[src/rtl/pixel_pkg.sv]
// Shared types and helpers for the pixel raster tagging front-end.
package pixel_pkg;

    typedef logic [15:0] coord_t;

    typedef enum logic {
        IDLE   = 1'b0,
        ACTIVE = 1'b1
    } raster_state_t;

    function automatic int pixel_width(input int fp_m, input int fp_n, input int fp_s);
        return fp_m + fp_n + fp_s;
    endfunction

endpackage

[src/rtl/pixel_raster_counter.sv]
// Raster position counter: holds the coordinate the next in-frame pixel will receive.
module pixel_raster_counter
    import pixel_pkg::*;
#(
    parameter int WIDTH  = 640,
    parameter int HEIGHT = 480
) (
    input  logic   clk,
    input  logic   rst_n,
    input  logic   restart,
    input  logic   advance,
    output coord_t row,
    output coord_t col,
    output logic   last
);

    localparam coord_t COL_LAST = coord_t'(WIDTH - 1);
    localparam coord_t ROW_LAST = coord_t'(HEIGHT - 1);

    // A restart consumes the SOF pixel as (0,0), so land on its successor.
    localparam coord_t RESTART_COL = (WIDTH == 1) ? coord_t'(0) : coord_t'(1);
    localparam coord_t RESTART_ROW = (WIDTH == 1 && HEIGHT > 1) ? coord_t'(1) : coord_t'(0);

    coord_t row_q;
    coord_t col_q;

    always_ff @(posedge clk or negedge rst_n) begin
        if (!rst_n) begin
            row_q <= '0;
            col_q <= '0;
        end else if (restart) begin
            row_q <= RESTART_ROW;
            col_q <= RESTART_COL;
        end else if (advance) begin
            if (col_q == COL_LAST) begin
                col_q <= '0;
                row_q <= (row_q == ROW_LAST) ? coord_t'(0) : row_q + 16'd1;
            end else begin
                col_q <= col_q + 16'd1;
            end
        end
    end

    assign row  = row_q;
    assign col  = col_q;
    assign last = (row_q == ROW_LAST) && (col_q == COL_LAST);

endmodule

[src/rtl/pixel_raster_tagger.sv]
// Tags a raw pixel stream with raster coordinates and polices frame geometry.
module pixel_raster_tagger
    import pixel_pkg::*;
#(
    parameter int FP_M   = 8,
    parameter int FP_N   = 0,
    parameter int FP_S   = 0,
    parameter int WIDTH  = 640,
    parameter int HEIGHT = 480,
    localparam int PW    = pixel_width(FP_M, FP_N, FP_S)
) (
    input  logic          clk,
    input  logic          rst_n,
    input  logic [PW-1:0] in_pixel,
    input  logic          in_valid,
    input  logic          in_sof,
    output logic [PW-1:0] out_pixel,
    output logic          out_valid,
    output logic [15:0]   out_row,
    output logic [15:0]   out_col,
    output logic          frame_done,
    output logic          err_short,
    output logic          err_orphan,
    output logic [15:0]   frame_count,
    output logic [15:0]   drop_count
);

    localparam bit SINGLE_PIXEL = (WIDTH == 1) && (HEIGHT == 1);

    raster_state_t state, state_next;

    coord_t cnt_row;
    coord_t cnt_col;
    logic   cnt_last;

    logic   restart;
    logic   advance;
    logic   emit;
    logic   done_c;
    logic   short_c;
    logic   orphan_c;
    coord_t tag_row;
    coord_t tag_col;

    logic [PW-1:0] pixel_p1;
    logic          vld_p1;
    coord_t        row_p1;
    coord_t        col_p1;
    logic          done_p1;
    logic          short_p1;
    logic          orphan_p1;
    logic [15:0]   frames_p1;
    logic [15:0]   drops_p1;

    pixel_raster_counter #(
        .WIDTH (WIDTH),
        .HEIGHT(HEIGHT)
    ) u_counter (
        .clk    (clk),
        .rst_n  (rst_n),
        .restart(restart),
        .advance(advance),
        .row    (cnt_row),
        .col    (cnt_col),
        .last   (cnt_last)
    );

    always_ff @(posedge clk or negedge rst_n) begin
        if (!rst_n) begin
            state <= IDLE;
        end else begin
            state <= state_next;
        end
    end

    always_comb begin
        state_next = state;
        case (state)
            IDLE: begin
                if (in_valid && in_sof && !SINGLE_PIXEL) begin
                    state_next = ACTIVE;
                end
            end
            ACTIVE: begin
                if (in_valid && !in_sof && cnt_last) begin
                    state_next = IDLE;
                end
            end
            default: state_next = IDLE;
        endcase
    end

    // SOF always tags (0,0) and restarts the counter, whatever the state.
    always_comb begin
        restart  = 1'b0;
        advance  = 1'b0;
        emit     = 1'b0;
        done_c   = 1'b0;
        short_c  = 1'b0;
        orphan_c = 1'b0;
        tag_row  = cnt_row;
        tag_col  = cnt_col;
        if (in_valid) begin
            case (state)
                IDLE: begin
                    if (in_sof) begin
                        emit    = 1'b1;
                        restart = 1'b1;
                        tag_row = '0;
                        tag_col = '0;
                        done_c  = SINGLE_PIXEL;
                    end else begin
                        orphan_c = 1'b1;
                    end
                end
                ACTIVE: begin
                    emit = 1'b1;
                    if (in_sof) begin
                        restart = 1'b1;
                        short_c = 1'b1;
                        tag_row = '0;
                        tag_col = '0;
                    end else begin
                        advance = 1'b1;
                        done_c  = cnt_last;
                    end
                end
                default: ;
            endcase
        end
    end

    // Stage p1: registered outputs, data held between valid beats
    always_ff @(posedge clk or negedge rst_n) begin
        if (!rst_n) begin
            pixel_p1  <= '0;
            vld_p1    <= 1'b0;
            row_p1    <= '0;
            col_p1    <= '0;
            done_p1   <= 1'b0;
            short_p1  <= 1'b0;
            orphan_p1 <= 1'b0;
            frames_p1 <= '0;
            drops_p1  <= '0;
        end else begin
            vld_p1    <= emit;
            done_p1   <= done_c;
            short_p1  <= short_c;
            orphan_p1 <= orphan_c;
            if (emit) begin
                pixel_p1 <= in_pixel;
                row_p1   <= tag_row;
                col_p1   <= tag_col;
            end
            if (done_c) begin
                frames_p1 <= frames_p1 + 16'd1;
            end
            if (orphan_c && drops_p1 != 16'hFFFF) begin
                drops_p1 <= drops_p1 + 16'd1;
            end
        end
    end

    assign out_pixel   = pixel_p1;
    assign out_valid   = vld_p1;
    assign out_row     = row_p1;
    assign out_col     = col_p1;
    assign frame_done  = done_p1;
    assign err_short   = short_p1;
    assign err_orphan  = orphan_p1;
    assign frame_count = frames_p1;
    assign drop_count  = drops_p1;

endmodule

[config.mk]
export PLATFORM = sky130hd
export DESIGN_NAME = pixel_raster_tagger
export DESIGN_NICKNAME = d
export VERILOG_FILES = /design/src/rtl/pixel_pkg.sv /design/src/rtl/pixel_raster_counter.sv /design/src/rtl/pixel_raster_tagger.sv
export SDC_FILE = /design/constraint.sdc
export NUM_CORES = 1
export LEC_CHECK = 0
export ABC_CLOCK_PERIOD_IN_PS = 4360
export BUFFER_PORTS_ARGS = -buffer_cell sky130_fd_sc_hd__buf_2
export CORE_ASPECT_RATIO = 0.9
export CORE_MARGIN = 2
export CORE_UTILIZATION = 45
export DETAILED_ROUTE_END_ITERATION = 6
export PLACE_DENSITY_LB_ADDON = 0.12
export SLEW_MARGIN = 10
export SYNTH_ARGS = -nofsm -noshare
export SYNTH_HDL_FRONTEND = slang
export SYNTH_SLANG_ARGS = --single-unit
[constraint.sdc]
create_clock -name clk -period 4.36 [get_ports clk]
set_clock_uncertainty 0.2 [all_clocks]
set_input_delay 0.436 -clock clk [delete_from_list [all_inputs] [get_ports clk]]
set_output_delay 0.436 -clock clk [all_outputs]
set_load 0.02 [all_outputs]
==> results of run 1 <==
metrics by stage:
stage / total power [uW] / hold WS [ps]
floorplan: 1220 / -59.6
global placement: 1300 / 135
detailed placement: 1300 / 139
CTS: 2210 / 59.4
global route: 2270 / 62.8
finish: 2180 / 68.3
metal layers:
| layer | wire, microns | vias up | track usage |
|---|---|---|---|
| met4 | 159 | 0 | 0.0645 |
| li1 | - | 1933 | - |
| met3 | 571 | 13 | 0.0524 |
| met5 | 0 | - | 0 |
| met1 | 5610 | 1947 | 0.300 |
| met2 | 5360 | 108 | 0.313 |
cells in the mapped netlist, types with 2 or more instances:
library cell / instances / area, sq um
and4_1: 2 / 17.5
nand2_1: 60 / 225
and3_1: 14 / 87.6
nor4_1: 6 / 37.5
o311ai_0: 3 / 26.3
a22o_1: 33 / 289
o21ai_1: 3 / 15.0
or3_1: 5 / 31.3
ha_1: 4 / 50.1
nand2b_1: 4 / 25.0
a21o_1: 3 / 22.5
inv_1: 12 / 45.0
o31ai_1: 4 / 30.0
mux2_2: 4 / 45.0
buf_2: 2 / 10.0
nand4_1: 20 / 125
nor2b_1: 6 / 37.5
nor3_1: 15 / 75.1
nor4b_1: 2 / 17.5
clkbuf_1: 21 / 78.8
nand3_1: 44 / 220
nor2_1: 35 / 131
or2_2: 4 / 25.0
xor2_1: 16 / 140
a221o_1: 3 / 30.0
o21ai_0: 19 / 95.1
mux2i_1: 2 / 20.0
xnor2_1: 18 / 158
o41ai_1: 2 / 17.5
a21oi_1: 4 / 20.0
dfrtp_1: 109 / 2730
and2_1: 2 / 12.5
o22ai_1: 2 / 12.5
power by group through the flow:
stage | Sequential, uW | Clock, uW | Combinational, uW
floorplan | 1140 | 0 | 86.5
global placement | 1120 | 0 | 182
global route | 1110 | 954 | 208
detailed placement | 1120 | 0 | 185
CTS | 1100 | 922 | 187
finish | 1100 | 895 | 183
cell usage in the layout (no fill, tap or decap), types with 3 or more instances in the layout:
| cell type | instances |
|---|---|
| a22o_1 | 33 |
| clkbuf_16 | 9 |
| xor2_1 | 16 |
| and3_1 | 14 |
| nand4_1 | 20 |
| xnor2_1 | 18 |
| o31ai_1 | 4 |
| nor4_1 | 6 |
| inv_1 | 12 |
| ha_1 | 4 |
| mux2_2 | 4 |
| a221o_1 | 3 |
| nor2b_1 | 6 |
| dfrtp_1 | 109 |
| nor3_1 | 15 |
| nor2_1 | 35 |
| or2_2 | 4 |
| o21ai_0 | 19 |
| nand2b_1 | 4 |
| nand3_1 | 44 |
| nand2_1 | 60 |
| buf_2 | 86 |
| or3_1 | 5 |
| o311ai_0 | 3 |
| a21o_1 | 3 |
| buf_4 | 8 |
| a21oi_1 | 4 |
worst max path at each step:
stage                      start           endpoint  slack, ps  cells after the start
2_1_floorplan  u_counter.row[12]   u_counter.row[9]       2100                      5
3_3_place_gp            in_valid  u_counter.row[10]       1640                      7
3_5_place_dp            in_valid  u_counter.row[10]       1600                      7
4_1_cts        u_counter.row[12]   u_counter.row[9]       1720                      5
5_1_grt                    state  u_counter.row[10]       1560                      6
6_report       u_counter.row[12]   u_counter.row[9]       1680                      5
flip-flops by register name, summed over array words and instances (netlist names), 8 cells and up:
register / count
out_pixel: 8
u_counter.col: 16
out_row: 16
u_counter.row: 16
frame_count: 16
drop_count: 16
out_col: 16
cell families after synthesis:
| family | share of synthesized area |
|---|---|
| xor gates and xnor gates | 0.0596 |
| adders and majority gates | 0.0100 |
| buffers and inverters | 0.0268 |
| DFF | 0.546 |
| and+or+nand+nor | 0.226 |
| muxes | 0.0130 |
| AOI/OAI and AO/OA | 0.118 |
layout make-up:
cell class | instances | area share
Sequential cell | 109 | 0.461
Multi-Input combinational cell | 349 | 0.363
Timing Repair Buffer | 95 | 0.0847
Clock buffer | 11 | 0.0411
Tap cell | 133 | 0.0282
Clock inverter | 5 | 0.0142
Inverter | 12 | 0.00762
critical path, stage by stage (launching register included):
cell	delay, ps
dfrtp_1	460
or4_1	600
nor4_4	590
nor2_1	230
and3_1	220
a221o_1	260
timing repair:
action | in CTS | in global routing
endpoints found under the setup margin | 0 | 0
setup buffers | 0 | 0
hold buffers | 1 | 0
hold endpoints to repair | 20 | 0
==> results.py, run 1 <==
metrics = {
    "detailed_routing": {
        "ant_nets": 0,
        "drtIter0Drc": 238,
        "wire_per_inst_microns": 16.4,
        "drtPass1Iterations": 5,
        "vias": 4001,
        "drcViolationCount": 0,
        "totalWireLength_microns": 11700,
        "via_per_inst": 5.60,
    },
    "global_route": {
        "grt_pass1_wl_microns": 19900,
        "first_global_vias": 3877,
        "antenna_found_initial": 0,
        "grt-ovfl-total": 0,
        "grt_max_degree": 54,
        "track_usage": 0.209,
    },
    "pwr": {
        "p_comb_frac": 0.084,
        "p_clk_frac": 0.411,
        "power_per_cell_area_nw_per_um2": 369,
        "pwr-share-seq": 0.505,
        "ir_worst_vdd_v": 0.000223,
        "switching_power_uw": 543,
        "internal_power_uw": 1640,
        "p_sw_frac": 0.249,
        "p_leak_uw": 0.00296,
    },
    "layout": {
        "n_fill_cell": 975,
        "fin_util": 0.547,
        "instances_no_fill": 714,
        "drive_gt1_frac": 0.210,
        "diodes": 0,
        "seq_area_sq_um": 2730,
        "num-nets-final": 592,
        "final_cell_area_sq_um": 5910,
        "syn2layout_area_growth_pct": 18.3,
        "multi_input_area_sq_um": 2140,
    },
    "clock_tree": {
        "clkSlewWorstSetupHoldPaths_ps": 70,
        "ctsResizeCount": 0,
        "htreeDepth": 3,
        "clk_path_buf_depth": 2,
        "cts_made_buffers": 9,
        "tritoncts": "yes",
        "worstSkewPairLatency_ps": 360,
        "clk_root_buffer_cell": "clkbuf_16",
        "cts_sinks": 109,
    },
    "worst_setup_path": {
        "critPathMaxFanout": 9,
        "worstReg2RegEnd": "u_counter.row[9]",
        "endpoint_kind": "register",
        "critPathKind": "register to register",
        "ff2ff_setup_slack_ps": 1680,
        "reg2reg_from": "u_counter.row[12]",
        "cp.required_ps": 4400,
        "start_kind": "register",
        "crit_arrival_ps": 2710,
        "ff2ff_path_depth": 5,
    },
    "synthesis": {
        "synthCells": 493,
        "ys_warn_count": 0,
        "postSynthAreaPerCell_sq_um": 10.1,
        "ys_types": 43,
        "ys_seq_area_frac": 0.546,
        "ys_seq_elements": 109,
        "syn-cell-area_sq_um": 4990,
        "synth_fp_nets": 509,
        "synth_edf_count": 0,
        "synthFlopType": "dfrtp_1",
        "synthArstFlopShare": 1.00,
    },
    "die": {
        "ios": 88,
        "num_rows": 36,
        "dieArea_sq_um": 12000,
        "die_w_microns": 115,
        "core_area_sq_um": 10800,
        "dieHeight_microns": 104,
        "floorplan.initialDensity": 0.462,
    },
    "timing": {
        "report.final.slew_viol_count": 0,
        "worst_slew_pin_slew_ps": 904,
        "finalSetupTns_ps": 0,
        "fmax_ghz": 0.374,
        "fin_ws_ps": 1680,
        "slew_headroom": 0.394,
        "setup_viol": 0,
        "finalHoldViolCount": 0,
        "period_share": 0.614,
        "period_minus_slack_ps": 2680,
        "rsz0062_at_grt": "no",
    },
    "worst_hold_path": {
        "hold_depth": 3,
        "worst_hold_path.endpoint": "out_pixel[7]",
        "hp-start": "in_pixel[7]",
        "hp-class": "primary input to register",
    },
    "placed_design": {
        "dp.final_hpwl_microns": 8260,
        "dp_cells": 697,
        "place.gp.congestion": 0.865,
        "pre_cts_slack_ps": 1600,
        "io_buffers": 87,
        "dpl_cell_area_sq_um": 5570,
    },
    "run": {
        "max_cap_violations": 0,
    },
    "run_status": {
        "status": "finished, final reports clean",
    },
}
Power figures use the tool's default switching activity.
==> run 2: changes to the inputs <==
--- a/config.mk
+++ b/config.mk
@@ -5,7 +5,7 @@
 export SDC_FILE = /design/constraint.sdc
 export NUM_CORES = 1
 export LEC_CHECK = 0
-export ABC_CLOCK_PERIOD_IN_PS = 4360
+export ABC_CLOCK_PERIOD_IN_PS = 2400
 export BUFFER_PORTS_ARGS = -buffer_cell sky130_fd_sc_hd__buf_2
 export CORE_ASPECT_RATIO = 0.9
 export CORE_MARGIN = 2
==> constraint.sdc (replaced) <==
create_clock -name clk -period 2.4 [get_ports clk]
set_clock_uncertainty 0.2 [all_clocks]
set_input_delay 0.24 -clock clk [delete_from_list [all_inputs] [get_ports clk]]
set_output_delay 0.24 -clock clk [all_outputs]
set_load 0.02 [all_outputs]
==> results.py, run 2 (synthesis results as in run 1) <==
metrics = {
    "run_status": {
        "status": "finished, final reports clean",
    },
    "clock_tree": {
        "cts_made_buffers": 9,
        "cts_sinks": 109,
        "htreeDepth": 3,
        "worstSkewPairLatency_ps": 360,
        "tritoncts": "yes",
        "clk_path_buf_depth": 2,
        "clkSlewWorstSetupHoldPaths_ps": 70,
        "clk_root_buffer_cell": "clkbuf_16",
    },
    "global_route": {
        "use_met1": 0.306,
        "antenna_found_initial": 0,
        "grt_util_met3": 0.0554,
        "grt-ovfl-total": 0,
        "grt_max_degree": 49,
        "track_usage": 0.220,
        "grt_pass1_wl_microns": 20900,
        "busiest_layer": "met2",
        "first_global_vias": 4142,
        "met2_usage": 0.340,
    },
    "worst_setup_path": {
        "critPathMaxFanout": 6,
        "endpoint_kind": "register",
        "critPathKind": "register to register",
        "start_kind": "register",
        "cp.required_ps": 2440,
        "crit_arrival_ps": 2280,
    },
    "detailed_routing": {
        "drtPass1Iterations": 4,
        "via_per_inst": 5.54,
        "totalWireLength_microns": 12300,
        "drtIter0Drc": 179,
        "vias": 4172,
        "ant_nets": 0,
        "drcViolationCount": 0,
        "wire_per_inst_microns": 16.4,
    },
    "layout": {
        "num-nets-final": 631,
        "seq_area_sq_um": 2730,
        "final_cell_mix": "dfrtp_1 (109), buf_2 (86), nand2_1 (60)",
        "multi_input_area_sq_um": 2160,
        "drive_gt1_frac": 0.250,
        "n_fill_cell": 973,
        "final_common_cell": "dfrtp_1",
        "diodes": 0,
        "syn2layout_area_growth_pct": 24.9,
        "fin_util": 0.577,
    },
    "timing": {
        "report.final.slew_viol_count": 0,
        "finalHoldViolCount": 0,
        "setup_viol": 0,
        "period_share": 0.934,
        "slew_headroom": 0.652,
        "worst_slew_pin_slew_ps": 516,
        "fmax_ghz": 0.446,
        "period_minus_slack_ps": 2240,
        "worst_hold_slack_ps": 55.3,
        "rsz0062_at_grt": "no",
        "fin_ws_ps": 159,
        "finalSetupTns_ps": 0,
    },
    "die": {
        "dieHeight_microns": 104,
        "dieArea_sq_um": 12000,
        "num_rows": 36,
        "die_w_microns": 115,
        "floorplan.initialDensity": 0.462,
        "core_area_sq_um": 10800,
        "ios": 88,
    },
    "placed_design": {
        "dp.final_hpwl_microns": 8760,
        "pre_cts_slack_ps": 183,
        "place.gp.congestion": 0.886,
        "io_buffers": 87,
    },
    "worst_hold_path": {
        "hp-class": "primary input to register",
    },
    "pwr": {
        "p_leak_uw": 0.00315,
        "power_per_cell_area_nw_per_um2": 635,
        "ir_worst_vdd_v": 0.000428,
    },
    "run": {
        "max_cap_violations": 0,
    },
}
==> run 2: cell count changes in the layout (fill, tap and decap cells not counted), sizes merged <==
| cell | before | now |
|---|---|---|
| buf | 94 | 124 |
| clkbuf | 11 | 9 |
| clkinv | 1 | 3 |
| dlygate4sd3 | 1 | 10 |
==> run 2: worst max-delay path, cell delays in order, from the launching register on <==
cell	delay, ps
dfrtp_1	440
nand4_1	310
buf_4	250
nor3_1	380
nand2_1	130
a21o_1	190
a22o_1	230
==> run 2: stage by stage <==
step           cell area [sq um]  power [uW]  std cells
6_report                    6240        3960        753
5_1_grt                     6240        4120        753
4_1_cts                     6230        4010        753
3_5_place_dp                5810        2410        727
3_3_place_gp                5810        2400        727
2_1_floorplan               4990        2220        493
==> run 2: path summary, 6_finish.rpt <==
path | end | cells after the start | from | slack, ps
worst max-delay path | u_counter.row[12] | 6 | u_counter.row[3] | 160
min in group asynchronous | out_row[15] | 2 | rst_n | 180
max in group asynchronous | u_counter.col[4] | 3 | rst_n | 1200
worst min register to register | out_pixel[4] | 2 | out_pixel[4] | 270
worst min-delay path | u_counter.row[4] | 2 | in_valid | 60
worst max register to register | u_counter.row[12] | 6 | u_counter.row[3] | 160
==> run 2: final cells by class <==
class | instances | area share
tap | 133 | 0.0267
inverter | 12 | 0.00722
clock buffer | 9 | 0.0361
sequential | 109 | 0.437
multi-input combinational | 349 | 0.346
clock inverter | 7 | 0.0144
timing repair buffer | 134 | 0.133
==> run 2: what timing repair did <==
item | in CTS | in global routing
hold endpoints to repair | 44 | 0
hold buffers | 10 | 0
buffers inserted | 0 | 0
gates resized for setup | 0 | 2
setup endpoints to repair | 0 | 5
==> run 2: report_power, final <==
group | internal (uW) | switching (uW) | leakage (uW) | total [uW]
clock network | 909 | 674 | 0.000151 | 1580
logic | 151 | 248 | 0.00152 | 399
registers | 1910 | 72.0 | 0.00148 | 1980
==> run 2: layer usage <==
layer,wire [microns],vias to the layer above
met2,5760,89
li1,-,2018
met4,192,0
met3,526,16
met1,5860,2049
met5,0,-
==> run 3: changes to the inputs <==
--- a/config.mk
+++ b/config.mk
@@ -5,6 +5,7 @@
 export SDC_FILE = /design/constraint.sdc
 export NUM_CORES = 1
 export LEC_CHECK = 0
+export ABC_AREA = 1
 export ABC_CLOCK_PERIOD_IN_PS = 2400
 export BUFFER_PORTS_ARGS = -buffer_cell sky130_fd_sc_hd__buf_2
 export CORE_ASPECT_RATIO = 0.9
==> results.py, run 3 <==
metrics = {
    "run_status": {
        "status": "finished, final reports clean",
    },
    "die": {
        "dieArea_sq_um": 13600,
        "die_w_microns": 123,
        "floorplan.initialDensity": 0.456,
        "num_rows": 39,
        "dieHeight_microns": 111,
        "ios": 88,
        "core_area_sq_um": 12500,
    },
    "synthesis": {
        "yosysMostFrequentCell": "nand2_1",
        "synthTopCellsByCount": "nand2_1 (255), dfrtp_1 (109), nor2_1 (82)",
        "ys_seq_area_frac": 0.477,
        "synth_fa_ha_area_frac": 0.00875,
        "synth_xor_area_frac": 0.0306,
        "ys_types": 34,
        "synth_fp_nets": 777,
        "synthArstFlopShare": 1.00,
        "synth_simple_gate_area_frac": 0.343,
        "synth_top_cells_by_area": "dfrtp_1 (48%), nand2_1 (17%), nor2_1 (5.4%)",
        "ys_warn_count": 0,
        "synthCells": 761,
        "synth_compound_area_frac": 0.0705,
        "synth.mux.area_fraction": 0,
        "synth_edf_count": 0,
        "syn-cell-area_sq_um": 5720,
        "postSynthAreaPerCell_sq_um": 7.51,
        "synth_top_family_by_area": "simple AND/OR/NAND/NOR gates",
        "synthFlopType": "dfrtp_1",
        "ys_seq_elements": 109,
        "synth_top_area_cell": "dfrtp_1",
        "netlist.area_leader.share": 0.477,
    },
    "detailed_routing": {
        "wire_per_inst_microns": 13.8,
        "routed.top_layer": "met4",
        "vias": 5239,
        "met3_length_microns": 742,
        "drtIter0Drc": 366,
        "wl_met2_microns": 6390,
        "via_per_inst": 5.10,
        "totalWireLength_microns": 14200,
        "drtPass1Iterations": 5,
        "drcViolationCount": 0,
        "ant_nets": 0,
        "wl_met1_microns": 6800,
    },
    "clock_tree": {
        "worstSkewPairLatency_ps": 360,
        "cts_sinks": 109,
        "tritoncts": "yes",
        "ctsResizeCount": 0,
        "clk_root_buffer_cell": "clkbuf_16",
        "cts_made_buffers": 9,
        "htreeDepth": 3,
        "cts_setup_buffers": 0,
        "clkSlewWorstSetupHoldPaths_ps": 70,
        "clk_path_buf_depth": 2,
    },
    "placed_design": {
        "place.gp.congestion": 0.956,
        "dp.final_hpwl_microns": 10300,
        "dp_cells": 1002,
        "io_buffers": 87,
    },
    "worst_setup_path": {
        "start_kind": "register",
        "crit_family": "simple AND/OR/NAND/NOR gates",
        "ff2ff_path_depth": 8,
        "path_depth": 8,
        "crit_buf_inv": 1,
        "crit_slowest_cell": "dfrtp_1",
        "worstReg2RegEnd": "drop_count[7]",
        "ff2ff_setup_slack_ps": 300,
        "reg2reg_from": "drop_count[0]",
        "critPathMaxFanout": 19,
        "crit_top_cell": "nand3_1",
        "critPathMaxStageDelay_ps": 400,
        "crit_arrival_ps": 2150,
        "path_cells": "ha_1, nand3_1, nor3_2, nand3_1, nand2_2, inv_4, nand4_1, nand2_1",
        "critPathKind": "register to register",
        "cp.required_ps": 2450,
        "endpoint_kind": "register",
    },
    "layout": {
        "num-nets-final": 874,
        "instances_no_fill": 1027,
        "drive_gt1_frac": 0.162,
        "final_common_cell": "nand2_1",
        "diodes": 0,
        "syn2layout_area_growth_pct": 17.8,
        "final_cell_mix": "nand2_1 (255), dfrtp_1 (109), buf_2 (86)",
    },
    "pwr": {
        "p_total_uw": 4050,
        "power_per_cell_area_nw_per_um2": 602,
        "p_leak_uw": 0.00333,
        "ir_worst_vdd_v": 0.000394,
    },
    "timing": {
        "finalHoldViolCount": 0,
        "worst_slew_pin_slew_ps": 680,
        "fmax_ghz": 0.477,
        "rsz0062_at_grt": "no",
        "setup_viol": 0,
        "period_share": 0.874,
        "slew_headroom": 0.546,
        "finalSetupTns_ps": 0,
        "report.final.slew_viol_count": 0,
        "period_minus_slack_ps": 2100,
    },
    "global_route": {
        "grt_pass1_wl_microns": 24400,
        "track_usage": 0.224,
        "grt-ovfl-total": 0,
        "antenna_found_initial": 0,
        "grt_max_degree": 50,
        "first_global_vias": 4993,
    },
    "worst_hold_path": {
        "hold_depth": 3,
        "worst_hold_path.endpoint": "frame_count[4]",
        "hp-class": "primary input to register",
        "hp-start": "in_valid",
    },
    "run": {
        "max_cap_violations": 0,
    },
}
## run 3: power breakdown
| part | internal [uW] | switching [uW] |
|---|---|---|
| registers | 1940 | 109 |
| clock network | 835 | 666 |
| logic | 163 | 338 |
| total | 2940 | 1110 |
## run 3: repair_timing
item | 4_1_cts | 5_1_grt
endpoints found under the setup margin | 0 | 0
endpoints found under the hold margin | 55 | 0
hold buffers | 9 | 0
## run 3: cell type report
class / count / area, sq um
clock inverter: 4 / 47.5
inverter: 79 / 299
timing repair buffer: 105 / 621
fill: 1213 / 5810
multi-input combinational: 554 / 2590
sequential: 109 / 2730
tap: 164 / 205
clock buffer: 12 / 246
## run 3: per-layer routing
layer / track usage / up-vias
li1: - / 2622
met1: 0.316 / 2461
met2: 0.343 / 136
met3: 0.0535 / 20
met4: 0.0605 / 0
met5: 0 / -
## run 3: cells by family (layout without fill, tap and decap cells)
kind of cell,after synthesis,count (layout)
buffers and inverters,98,200
AO/OA/AOI/OAI,79,79
XOR/XNOR,20,20
flip-flops,109,109
AND/OR/NAND/NOR,451,451
adder cells (fa/ha/maj),4,4
## run 3: metrics by stage
stage	util	hold slack, ps	setup slack, ps	cell area (sq um)
finish	0.537	20.9	304	6730
global route	0.537	35.0	70.4	6730
CTS	0.537	9.65	298	6730
detailed placement	0.506	128	310	6350
global placement	0.506	119	339	6350
floorplan	-	-256	519	5720
## run 3: how the worst max path moves through the flow
stage,from,to,slack [ps]
global placement,drop_count[0],drop_count[8],340
finish,drop_count[0],drop_count[7],300
CTS,drop_count[0],drop_count[8],300
global route,drop_count[0],drop_count[4],70
detailed placement,drop_count[0],drop_count[3],310
floorplan,drop_count[0],drop_count[3],520
## run 3: worst register-to-register path, cell delays in order (launching register included)
cell and delay, ps:
dfrtp_1 400, ha_1 260, nand3_1 200, nor3_2 220
nand3_1 120, nand2_2 260, inv_4 150, nand4_1 120
nand2_1 50
